--- src/rtl/ex_mem_wb_pipe.sv ---
`default_nettype none
// ============================================================================
//  Module   : ex_mem_wb_pipe
//  Brief    : EX/MEM and MEM/WB pipeline registers, forwarding sources and
//             MEM-stage data-cache req/ack sequencing with pipeline stall.
//             Optional stall-cycle counter enabled by EX_MEM_WB_STALL_CNT_EN.
//  Revision : 1.0 - initial release
// ============================================================================
module ex_mem_wb_pipe #(
  parameter int DATA_W = 32,
  parameter int CNT_W  = 16
) (
  input  logic              clk_i,
  input  logic              rst_i,
  input  logic              ex_valid_i,
  input  logic              ex_regwrite_i,
  input  logic              ex_memtoreg_i,
  input  logic              ex_memread_i,
  input  logic              ex_memwrite_i,
  input  logic [DATA_W-1:0] ex_alu_i,
  input  logic [DATA_W-1:0] ex_rs2data_i,
  input  logic [4:0]        ex_rdaddr_i,
  output logic              mem_regwrite_o,
  output logic [4:0]        mem_rdaddr_o,
  output logic [DATA_W-1:0] mem_alu_o,
  output logic              wb_regwrite_o,
  output logic [4:0]        wb_rdaddr_o,
  output logic [DATA_W-1:0] wb_data_o,
  output logic              dc_req_o,
  output logic              dc_we_o,
  output logic [DATA_W-1:0] dc_addr_o,
  output logic [DATA_W-1:0] dc_wdata_o,
  input  logic              dc_ack_i,
  input  logic [DATA_W-1:0] dc_rdata_i,
  output logic              stall_o,
  output logic [CNT_W-1:0]  stall_cycles_o
);

  localparam logic [0:0] c_IDLE   = 1'b0;
  localparam logic [0:0] c_ACCESS = 1'b1;

  // EX/MEM register
  logic              mem_valid_q;
  logic              mem_regwrite_q;
  logic              mem_memtoreg_q;
  logic              mem_memread_q;
  logic              mem_memwrite_q;
  logic [DATA_W-1:0] mem_alu_q;
  logic [DATA_W-1:0] mem_wdata_q;
  logic [4:0]        mem_rdaddr_q;

  // MEM/WB register
  logic              wb_regwrite_q;
  logic [4:0]        wb_rdaddr_q;
  logic [DATA_W-1:0] wb_data_q;

  logic [0:0]        state_q;
  logic [0:0]        state_d;
  logic              w_mem_op;
  logic              w_stall;
  logic [DATA_W-1:0] w_wb_data_d;

  // A memory op exists only for a real (non-bubble) instruction in MEM.
  assign w_mem_op = mem_valid_q & (mem_memread_q | mem_memwrite_q);
  // Stall until the cache acks; a same-cycle ack costs no extra cycles.
  assign w_stall  = w_mem_op & ~dc_ack_i;
  assign w_wb_data_d = mem_memtoreg_q ? dc_rdata_i : mem_alu_q;

  // EX/MEM capture: load on advance, hold while stalled, bubble clears flags.
  always_ff @(posedge clk_i) begin
    if (rst_i) begin
      mem_valid_q    <= 1'b0;
      mem_regwrite_q <= 1'b0;
      mem_memtoreg_q <= 1'b0;
      mem_memread_q  <= 1'b0;
      mem_memwrite_q <= 1'b0;
      mem_alu_q      <= '0;
      mem_wdata_q    <= '0;
      mem_rdaddr_q   <= '0;
    end else if (!w_stall) begin
      mem_valid_q    <= ex_valid_i;
      mem_regwrite_q <= ex_valid_i & ex_regwrite_i;
      mem_memtoreg_q <= ex_valid_i & ex_memtoreg_i;
      mem_memread_q  <= ex_valid_i & ex_memread_i;
      mem_memwrite_q <= ex_valid_i & ex_memwrite_i;
      mem_alu_q      <= ex_alu_i;
      mem_wdata_q    <= ex_rs2data_i;
      mem_rdaddr_q   <= ex_rdaddr_i;
    end
  end

  // Access sequencer next state: wait in ACCESS until the cache acks.
  always_comb begin
    state_d = state_q;
    case (state_q)
      c_IDLE:   if (w_mem_op && !dc_ack_i) state_d = c_ACCESS;
      c_ACCESS: if (dc_ack_i || !w_mem_op) state_d = c_IDLE;
      default:  state_d = c_IDLE;
    endcase
  end

  // Access sequencer state register; reset abandons any outstanding access.
  always_ff @(posedge clk_i) begin
    if (rst_i) state_q <= c_IDLE;
    else       state_q <= state_d;
  end

  // MEM/WB capture: load data is sampled in the ack cycle.
  always_ff @(posedge clk_i) begin
    if (rst_i) begin
      wb_regwrite_q <= 1'b0;
      wb_rdaddr_q   <= '0;
      wb_data_q     <= '0;
    end else if (!w_stall) begin
      wb_regwrite_q <= mem_valid_q & mem_regwrite_q;
      wb_rdaddr_q   <= mem_rdaddr_q;
      wb_data_q     <= w_wb_data_d;
    end
  end

  // Request stays asserted (with stable address/data) for the whole access.
  assign dc_req_o       = w_mem_op & ((state_q == c_IDLE) | (state_q == c_ACCESS));
  assign dc_we_o        = w_mem_op & mem_memwrite_q;
  assign dc_addr_o      = mem_alu_q;
  assign dc_wdata_o     = mem_wdata_q;
  assign stall_o        = w_stall;

  assign mem_regwrite_o = mem_valid_q & mem_regwrite_q;
  assign mem_rdaddr_o   = mem_rdaddr_q;
  assign mem_alu_o      = mem_alu_q;
  assign wb_regwrite_o  = wb_regwrite_q;
  assign wb_rdaddr_o    = wb_rdaddr_q;
  assign wb_data_o      = wb_data_q;

`ifdef EX_MEM_WB_STALL_CNT_EN
  logic [CNT_W-1:0] stall_cnt_q;

  // Saturating count of stalled cycles.
  always_ff @(posedge clk_i) begin
    if (rst_i)
      stall_cnt_q <= '0;
    else if (w_stall && (stall_cnt_q != {CNT_W{1'b1}}))
      stall_cnt_q <= stall_cnt_q + 1'b1;
  end

  assign stall_cycles_o = stall_cnt_q;
`else
  assign stall_cycles_o = '0;
`endif

endmodule
`default_nettype wire

--- config.mk ---
export PLATFORM = sky130hd
export DESIGN_NAME = ex_mem_wb_pipe
export DESIGN_NICKNAME = d
export VERILOG_FILES = /design/src/rtl/ex_mem_wb_pipe.sv
export SDC_FILE = /design/constraint.sdc
export NUM_CORES = 1
export LEC_CHECK = 0
export BUFFER_PORTS_ARGS = -buffer_cell sky130_fd_sc_hd__buf_2
export CAP_MARGIN = 10
export CORE_ASPECT_RATIO = 0.75
export CORE_MARGIN = 2
export CORE_UTILIZATION = 35
export CTS_BUF_LIST = sky130_fd_sc_hd__clkbuf_8
export DETAILED_ROUTE_END_ITERATION = 8
export PLACE_DENSITY = 0.7
export SLEW_MARGIN = 0
export SYNTH_ARGS = -nofsm -noshare
export SYNTH_HDL_FRONTEND = slang
export SYNTH_SLANG_ARGS = --single-unit
export TNS_END_PERCENT = 30
--- constraint.sdc ---
create_clock -name clk_i -period 1.15 [get_ports clk_i]
set_input_delay 0.115 -clock clk_i [delete_from_list [all_inputs] [get_ports clk_i]]
set_output_delay 0.115 -clock clk_i [all_outputs]
set_load 0.1 [all_outputs]
==> results of run 1 <==
-- cells in the final DEF, fill, tap and decap left out, types with 28 or more instances in the layout --
| cell type | netlist | final |
|---|---|---|
| o21ai_1 | 0 | 42 |
| buf_12 | 4 | 162 |
| dfxtp_1 | 112 | 61 |
| mux2i_1 | 32 | 32 |
| a21oi_1 | 80 | 72 |
| nor3_2 | 30 | 28 |
| nand3_1 | 79 | 79 |
| dlygate4sd3_1 | 0 | 60 |
| dfxtp_4 | 0 | 32 |
| a211oi_2 | 31 | 32 |
| buf_2 | 15 | 106 |
-- cell families (layout without fill, tap and decap cells) --
| group | Yosys count | count (layout) | synth area share [%] |
|---|---|---|---|
| flops | 112 | 112 | 42.6 |
| buf+inv | 110 | 388 | 14.3 |
| simple gates | 115 | 115 | 13.8 |
| mux | 32 | 32 | 6.09 |
| other cells | 1 | 16 | 0.0712 |
| compound gates | 192 | 192 | 23.1 |
-- worst max-delay path, delay by kind of cell (launching register included) --
kind | cells | cell delay (ns)
simple gates | 1 | 0.08
buf+inv | 3 | 0.35
compound gates | 1 | 0.19
flops | 1 | 0.35
-- per-stage QoR --
step                hold slack [ns]  TNS, ns  instances  instance area, um^2  utilization, %
global placement              0.370    -4.88        949                 8760            60.0
detailed placement            0.374    -8.89        949                 8760            60.0
CTS                         0.00106   -20.74       1041                 9950            68.2
floorplan                     0.232   -11.22        577                 5470               -
finish                       0.0212   -19.56       1055                10300            70.7
global route                0.00205   -26.11       1055                10300            70.7
-- cell type report --
class	instances	share of cell area (%)
timing repair buffer	369	48.3
multi-input combinational	355	24.3
clock inverter	6	0.364
clock buffer	10	1.33
sequential	112	23.1
tap	200	2.42
inverter	3	0.182
-- power by group --
| group | switching (mW) | total, mW | internal [mW] |
|---|---|---|---|
| clock network | 1.37 | 2.21 | 0.845 |
| logic | 3.14 | 4.92 | 1.78 |
| registers | 0.346 | 4.44 | 4.09 |
| total | 4.86 | 11.6 | 6.72 |
-- registers in the layout, summed over array words and instances (netlist names) --
signal and flops:
dc_wdata_o 32, mem_valid_q 1, wb_data_o 32, dc_addr_o 32, mem_rdaddr_o 5, mem_memtoreg_q 1
wb_regwrite_o 1, mem_memread_q 1, mem_regwrite_q 1, mem_memwrite_q 1, wb_rdaddr_o 5
-- metal layers --
metal | wire, um | part of all wire (%) | vias to the layer above
li1 | - | - | 2553
met1 | 8650 | 41 | 2708
met2 | 10600 | 50 | 262
met3 | 1590 | 7.6 | 28
met4 | 285 | 1.4 | 0
met5 | 0 | 0 | -
-- final timing paths --
| path | end | slack (ns) | depth (start not counted) |
|---|---|---|---|
| worst max-delay path | stall_o | -0.28 | 5 |
| worst min-delay path | dc_addr_o[6] | 0.02 | 3 |
| worst max register to register | dc_wdata_o[1] | -0.24 | 7 |
| worst min register to register | mem_regwrite_q | 0.48 | 2 |
-- repair_timing --
item / CTS / global route
setup endpoints to repair: 116 / 121
hold buffers: 57 / 3
buffers inserted: 10 / 12
pin swaps: 22 / 95
gates resized for setup: 30 / 106
cloned: 10 / 4
endpoints found under the hold margin: 57 / 3
==> impl_metrics.ini, run 1 <==
[yosys]
synth_top_cells_by_count = dfxtp_1, a21oi_1, nand3_1
synth_area_mm2 = 0.00526
syn_inst = 562
ys_types = 23
synth_ff_type = dfxtp_1
synth.avg_cell_area_um2 = 9.37
ys_seq_area_share_pct = 42.6
synth-edff-count = 0
synth.largest_area_cell = dfxtp_1
synth-seq-cells = 112
yosys.area.top_type_share_pct = 42.6
synthArstFlopShare_pct = 0
synthTopCellsByArea = dfxtp_1, a21oi_1, buf_4
synth_most_common_cell = dfxtp_1
yosysWarnings = 0

[die]
die_area_mm2 = 0.0160
initial_core_util_pct = 36.1
fp-row-count = 38
io_pins = 268
die_w_um = 146
coreArea_mm2 = 0.0146
die_y_um = 110

[critical_path]
cp-end-kind = output port
worst_r2r_startpoint = mem_memread_q
start_kind = register
cp.required_ns = 1.03
crit_fanout = 4
cp.arrival_ns = 1.32
path_cells = o21ai_4, inv_4, nand2_8, clkinvlp_4, buf_12
slowest_stage = dfxtp_2
critPathLaunch = mem_memread_q
critPathMaxStageDelay_ns = 0.35
worstSetupPathType = reg2out

[route]
drtIter0Drc = 380
drcViolationCount = 0
wl_per_cell_um = 20.0
routed_wl_um = 21100
num_vias = 5551
viasPerCell = 5.26
ant_nets = 0
firstDrtPassIters = 5

[sta]
finalMaxSlewViolations = 0
skew_ns = 0.00769
max_freq_mhz = 697
post-route-period-util_pct = 125
fin_ws_ns = -0.284
finalCriticalPeriod_ns = 1.43
hold_viol = 0
finalSetupViolCount = 116
rsz0062_at_grt = yes

[outcome]
status = finished, violations left
violations = negative setup slack

[power_and_ir_drop]
finalPower_mw = 11.6
leakage_nw = 4.05
p_per_area_mw_per_mm2 = 1120
peakVddDrop_v = 0.000865

[cells_and_area]
area_delta_synth_final_pct = 96.1
multi_input_area_mm2 = 0.00251
filler_cell_count = 961
regArea_mm2 = 0.00239
layout-drive-gt1-share_pct = 55.2
n_antenna_cell = 0
final_nets = 959

[job]
maxCapViolCount = 0

[clocking]
cts.clk_slew.worst_paths_ns = 0.10
cts-root-buf = clkbuf_8
cts_tree = built
cts-root-to-sink-buffers = 2
clkSinkCount = 112
cts_inserted_buffers = 9
insertion_delay_ns = 0.37
htree_levels = 3

[global_routing]
grt_use_met1_pct = 30.5
overflow = 0
grt_usage_pct = 24.3
grt_pass1_wl_um = 30800
grt_pass1_vias = 5451
grt_use_met3_pct = 7.57
antenna_found_initial = 0
use_met2_pct = 41.4
grt_start_max_net_pins = 43
grt_busiest_layer = met2

[min_path]
min-delay-start = ex_alu_i[6]
hold_path_class = in2reg

[placed_design]
io_buffers = 251
hpwlAfterDp_um = 12700
dp_slack_ns = -0.181
gp_congestion = 0.840
No activity file was read; power rests on OpenSTA's default activity.
==> inputs of run 2 (changes only) <==
--- a/config.mk
+++ b/config.mk
@@ -11,8 +11,10 @@
 export CORE_MARGIN = 2
 export CORE_UTILIZATION = 35
 export CTS_BUF_LIST = sky130_fd_sc_hd__clkbuf_8
+export CTS_CLUSTER_SIZE = 16
 export DETAILED_ROUTE_END_ITERATION = 8
 export PLACE_DENSITY = 0.7
+export REMOVE_ABC_BUFFERS = 1
 export SLEW_MARGIN = 0
 export SYNTH_ARGS = -nofsm -noshare
 export SYNTH_HDL_FRONTEND = slang
==> run 2 against run 1 <==
The flow still finishes with violations (negative setup slack). Register-to-register slack worse by 0.03 ns. Clock power is 12% higher. Clock skew is 0.011 ns higher. Final area is 0.96% higher. Critical path type is now reg2reg. Combinational power is 1% higher. Largest power group unchanged. Die area stayed put. Sequential power hardly changed. Total power is 2.7% higher. Final cell count is 1.1% higher.
==> impl_metrics.ini, run 2 (synthesized netlist as in run 1, its figures left out) <==
[outcome]
violations = negative setup slack
status = finished, violations left

[power_and_ir_drop]
leakage_nw = 4.09
finalPower_mw = 11.9
peakVddDrop_v = 0.000654
p_per_area_mw_per_mm2 = 1140

[route]
ant_nets = 0
drcViolationCount = 0
viasPerCell = 5.16
wl_per_cell_um = 19.7
drtIter0Drc = 309
firstDrtPassIters = 4
num_vias = 5507
routed_wl_um = 21000

[sta]
rsz0062_at_grt = yes
finalCriticalPeriod_ns = 1.42
post-route-period-util_pct = 124
finalSetupViolCount = 119
skew_ns = 0.0188
hold_viol = 0
fin_ws_ns = -0.272
finalMaxSlewViolations = 0
max_freq_mhz = 703
tns_ns = -13.23

[global_routing]
grt_pass1_wl_um = 30400
antenna_found_initial = 0
grt_start_max_net_pins = 52
grt_usage_pct = 23.7
grt_pass1_vias = 5531
overflow = 0

[job]
maxCapViolCount = 0

[die]
fp-row-count = 38
io_pins = 268
die_y_um = 110
coreArea_mm2 = 0.0146
die_area_mm2 = 0.0160
die_w_um = 146
initial_core_util_pct = 36.1

[placed_design]
gp_congestion = 0.757
placed_cells = 962
place_area_mm2 = 0.00874
io_buffers = 251
hpwlAfterDp_um = 12200

[critical_path]
start_kind = register
crit_fanout = 7
r2r_end = dc_addr_o[19]
reg2reg_depth = 7
cp.arrival_ns = 1.72
worstSetupPathType = reg2reg
slowest_stage = dfxtp_2
worst_r2r_startpoint = mem_memread_q
r2r_slack_ns = -0.27
cp.required_ns = 1.44
path_cells = o21ai_4, buf_6, buf_12, buf_12, clkbuf_16, o21ai_4, a21oi_2
cp-end-kind = register
critPathMaxStageDelay_ns = 0.35

[min_path]
whs_path_depth = 2
hold_end = dc_wdata_o[23]
hold_path_class = in2reg
min-delay-start = rst_i

[cells_and_area]
fin_util_pct = 71.4
area_delta_synth_final_pct = 98.0
n_antenna_cell = 0
stdcell_count = 1067
final_area_mm2 = 0.0104
layout_commonest_cell = buf_12
layout-drive-gt1-share_pct = 57.3
final_cell_mix = buf_12, buf_2, nand3_1
final_nets = 971

[clocking]
cts.clk_slew.worst_paths_ns = 0.12
insertion_delay_ns = 0.38
cts-root-buf = clkbuf_8
clkSinkCount = 112
cts-root-to-sink-buffers = 2
cts_tree = built
htree_levels = 3
cts_inserted_buffers = 9
run 2: changes by cell type in the layout (fill, tap and decap cells not counted), sizes merged:
cell and change:
buf +6, dlygate4sd3 +5, clkinvlp -2, inv +2, bufinv +1
run 2: report_power, final:
part           internal (mW)  switching [mW]
registers               4.11           0.330
clock network           1.04            1.44
logic                   1.80            3.17
total                   6.95            4.94
run 2: routing by layer:
layer  up-vias  share of wire [%]  track usage [%]
li1       2560                  -                -
met1      2694                 39             27.1
met2       225                 52             44.2
met3        28                7.1             7.28
met4         0                1.8             5.39
met5         -                  0                0
run 2: repair_timing:
action,4_1_cts,5_1_grt
buffers inserted,13,4
resized for setup,70,132
pin swaps,6,97
setup endpoints to repair,179,172
hold buffers,62,3
cloned,3,6
endpoints found under the hold margin,62,3
run 2: cell type report:
type	count	area [um^2]
Clock buffer	9	124
Clock inverter	7	75.1
Fill cell	978	4180
Inverter	3	17.5
Multi-Input combinational cell	355	2570
Sequential cell	112	2360
Tap cell	200	250
Timing Repair Buffer	381	5030
run 2: metrics by stage:
step                worst slack [ns]  hold slack [ns]
finish                        -0.272           0.0203
global route                  -0.314          0.00999
CTS                           -0.263         0.000476
detailed placement            -0.135            0.384
global placement              -0.104            0.379
floorplan                      -2.98            0.180
run 2: worst max-delay path, delay by kind of cell, from the launching register on:
family | cells | cell delay [ns]
flip-flops | 1 | 0.35
AO/OA/AOI/OAI | 3 | 0.42
buffers and inverters | 4 | 0.58
run 2: worst max path at each step:
| stage | slack (ns) | cells past startpoint | endpoint | from |
|---|---|---|---|---|
| 5_1_grt | -0.31 | 7 | dc_wdata_o[28] | mem_memread_q |
| 6_report | -0.27 | 7 | dc_addr_o[19] | mem_memread_q |
| 3_5_place_dp | -0.13 | 5 | dc_wdata_o[25] | mem_memwrite_q |
| 2_1_floorplan | -2.98 | 4 | stall_o | mem_memwrite_q |
| 3_3_place_gp | -0.10 | 5 | wb_rdaddr_o[1] | mem_memwrite_q |
| 4_1_cts | -0.26 | 4 | dc_req_o | mem_memread_q |
==> inputs of run 3 (changes only) <==
--- a/config.mk
+++ b/config.mk
@@ -10,7 +10,6 @@
 export CORE_ASPECT_RATIO = 0.75
 export CORE_MARGIN = 2
 export CORE_UTILIZATION = 35
-export CTS_BUF_LIST = sky130_fd_sc_hd__clkbuf_8
 export CTS_CLUSTER_SIZE = 16
 export DETAILED_ROUTE_END_ITERATION = 8
 export PLACE_DENSITY = 0.7
==> run 3 against run 2 <==
The flow still finishes with violations (negative setup slack). Highest routed layer unchanged. Sequential share of layout area is 0.71 points higher. Fmax up 5.2%. First-iteration DRC count fell by 16%. Setup slack better by 0.071 ns. Final cell count shrank 6.0%. Clock skew is 0.0076 ns lower. Non-clock buffer count shrank 64. Combinational power is 4.2% lower. Global-route usage decreased by 2.1 points. Die area is the same. Clock power rose by 32%.
==> impl_metrics.ini, run 3 (synthesized netlist as in run 1, its figures left out) <==
[die]
fp-row-count = 38
die_w_um = 146
die_area_mm2 = 0.0160
coreArea_mm2 = 0.0146
die_y_um = 110
io_pins = 268
initial_core_util_pct = 36.1

[critical_path]
worstSetupPathType = reg2out
critPathLaunch = mem_memwrite_q
cp.depth = 4
critPathMaxStageDelay_ns = 0.34
path_cells = o21ai_4, inv_4, buf_12, buf_12
cp.required_ns = 1.03
crit_fanout = 4
start_kind = register
worst_r2r_startpoint = mem_memwrite_q
reg2reg_depth = 6
cp.arrival_ns = 1.24
critPathCapture = dc_req_o
cp_top_family = buffers and inverters
r2r_end = dc_addr_o[14]
r2r_slack_ns = -0.17
cp-end-kind = output port
crit_buf_inv = 3
crit_top_cell = buf_12
slowest_stage = dfxtp_2

[placed_design]
gp_congestion = 0.757
io_buffers = 251
hpwlAfterDp_um = 12200

[power_and_ir_drop]
leakage_nw = 3.85
finalPower_mw = 12.5
peakVddDrop_v = 0.000790
p_per_area_mw_per_mm2 = 1270

[global_routing]
grt_pass1_vias = 5049
overflow = 0
grt_start_max_net_pins = 52
grt_usage_pct = 21.6
antenna_found_initial = 0
grt_pass1_wl_um = 27700

[sta]
hold_viol = 0
skew_ns = 0.0111
post-route-period-util_pct = 117
fin_ws_ns = -0.201
tns_ns = -12.22
hold_ws_ns = 0.0128
finalCriticalPeriod_ns = 1.35
finalMaxSlewViolations = 0
finalSetupViolCount = 116
max_freq_mhz = 740
rsz0062_at_grt = yes

[clocking]
insertion_delay_ns = 0.34
clkSinkCount = 112
cts-root-to-sink-buffers = 2
cts_inserted_buffers = 9
cts-root-buf = clkbuf_16
cts.clk_slew.worst_paths_ns = 0.08
htree_levels = 3
cts_tree = built

[outcome]
status = finished, violations left
violations = negative setup slack

[route]
num_vias = 5148
ant_nets = 0
drcViolationCount = 0
routed_wl_um = 18900
drtIter0Drc = 261
wl_per_cell_um = 18.9
firstDrtPassIters = 5
viasPerCell = 5.13

[cells_and_area]
area_delta_synth_final_pct = 86.3
n_antenna_cell = 0
filler_cell_count = 1069
layout-drive-gt1-share_pct = 59.3
multi_input_area_mm2 = 0.00259
final_cell_mix = buf_12, buf_2, dfxtp_1
layout_commonest_cell = buf_12
final_nets = 907
regArea_mm2 = 0.00229

[job]
maxCapViolCount = 0

[min_path]
hold_path_class = in2reg
## run 3: cell count changes in the layout (fill, tap and decap cells not counted), sizes merged
| cell | before | now |
|---|---|---|
| dlygate4sd3 | 65 | 4 |
| buf | 310 | 306 |
| clkbuf | 14 | 15 |
## run 3: worst min-delay path, delay by kind of cell
family                 cells  cell delay, ns
buffers and inverters      1            0.10
AOI/OAI and AO/OA          2            0.10
## run 3: per-layer routing
layer	up-vias	part of all wire, %	global-route usage [%]
li1	2429	-	-
met1	2492	40	25.8
met2	209	51	38.7
met3	18	7.3	7.16
met4	0	1.4	4.34
met5	-	0	0
## run 3: cell type report
| class | instances | area share [%] |
|---|---|---|
| inverters | 3 | 0.179 |
| well taps | 200 | 2.55 |
| repair buffers | 317 | 44.4 |
| flip-flops and latches | 112 | 23.3 |
| clock buffers | 9 | 2.30 |
| multi-input cells | 355 | 26.5 |
| clock inverters | 7 | 0.766 |
## run 3: per-stage QoR
stage	cells	util, %	cell area, um^2	setup WS, ns
final	1003	67.2	9810	-0.201
after global routing	1003	67.2	9810	-0.263
after global placement	962	59.9	8740	-0.104
after detailed placement	962	59.9	8740	-0.135
after CTS	989	63.5	9270	-0.211
after floorplan	470	-	4580	-2.98
## run 3: worst min path at each step
| stage | startpoint | end | cells after the start |
|---|---|---|---|
| after floorplan | rst_i | wb_data_o[0] | 1 |
| after global placement | ex_alu_i[16] | dc_addr_o[16] | 3 |
| after detailed placement | ex_rs2data_i[2] | dc_wdata_o[2] | 3 |
| after CTS | ex_rs2data_i[18] | dc_wdata_o[18] | 3 |
| after global routing | ex_alu_i[8] | dc_addr_o[8] | 3 |
| final | ex_rs2data_i[18] | dc_wdata_o[18] | 3 |
## run 3: what timing repair did
action,4_1_cts,5_1_grt
setup buffers,9,4
hold buffers,0,4
hold endpoints to repair,0,4
pin swaps,6,99
cloned,2,6
gates resized for setup,43,123
setup endpoints to repair,164,131
## run 3: report_power, final
group          switching (mW)  total (mW)  internal [mW]  leakage, nW
sequential              0.319        4.44           4.12        0.938
combinational            3.12        4.77           1.65         2.76
clock                    1.53        3.25           1.72        0.151
total                    4.96        12.5           7.49         3.85
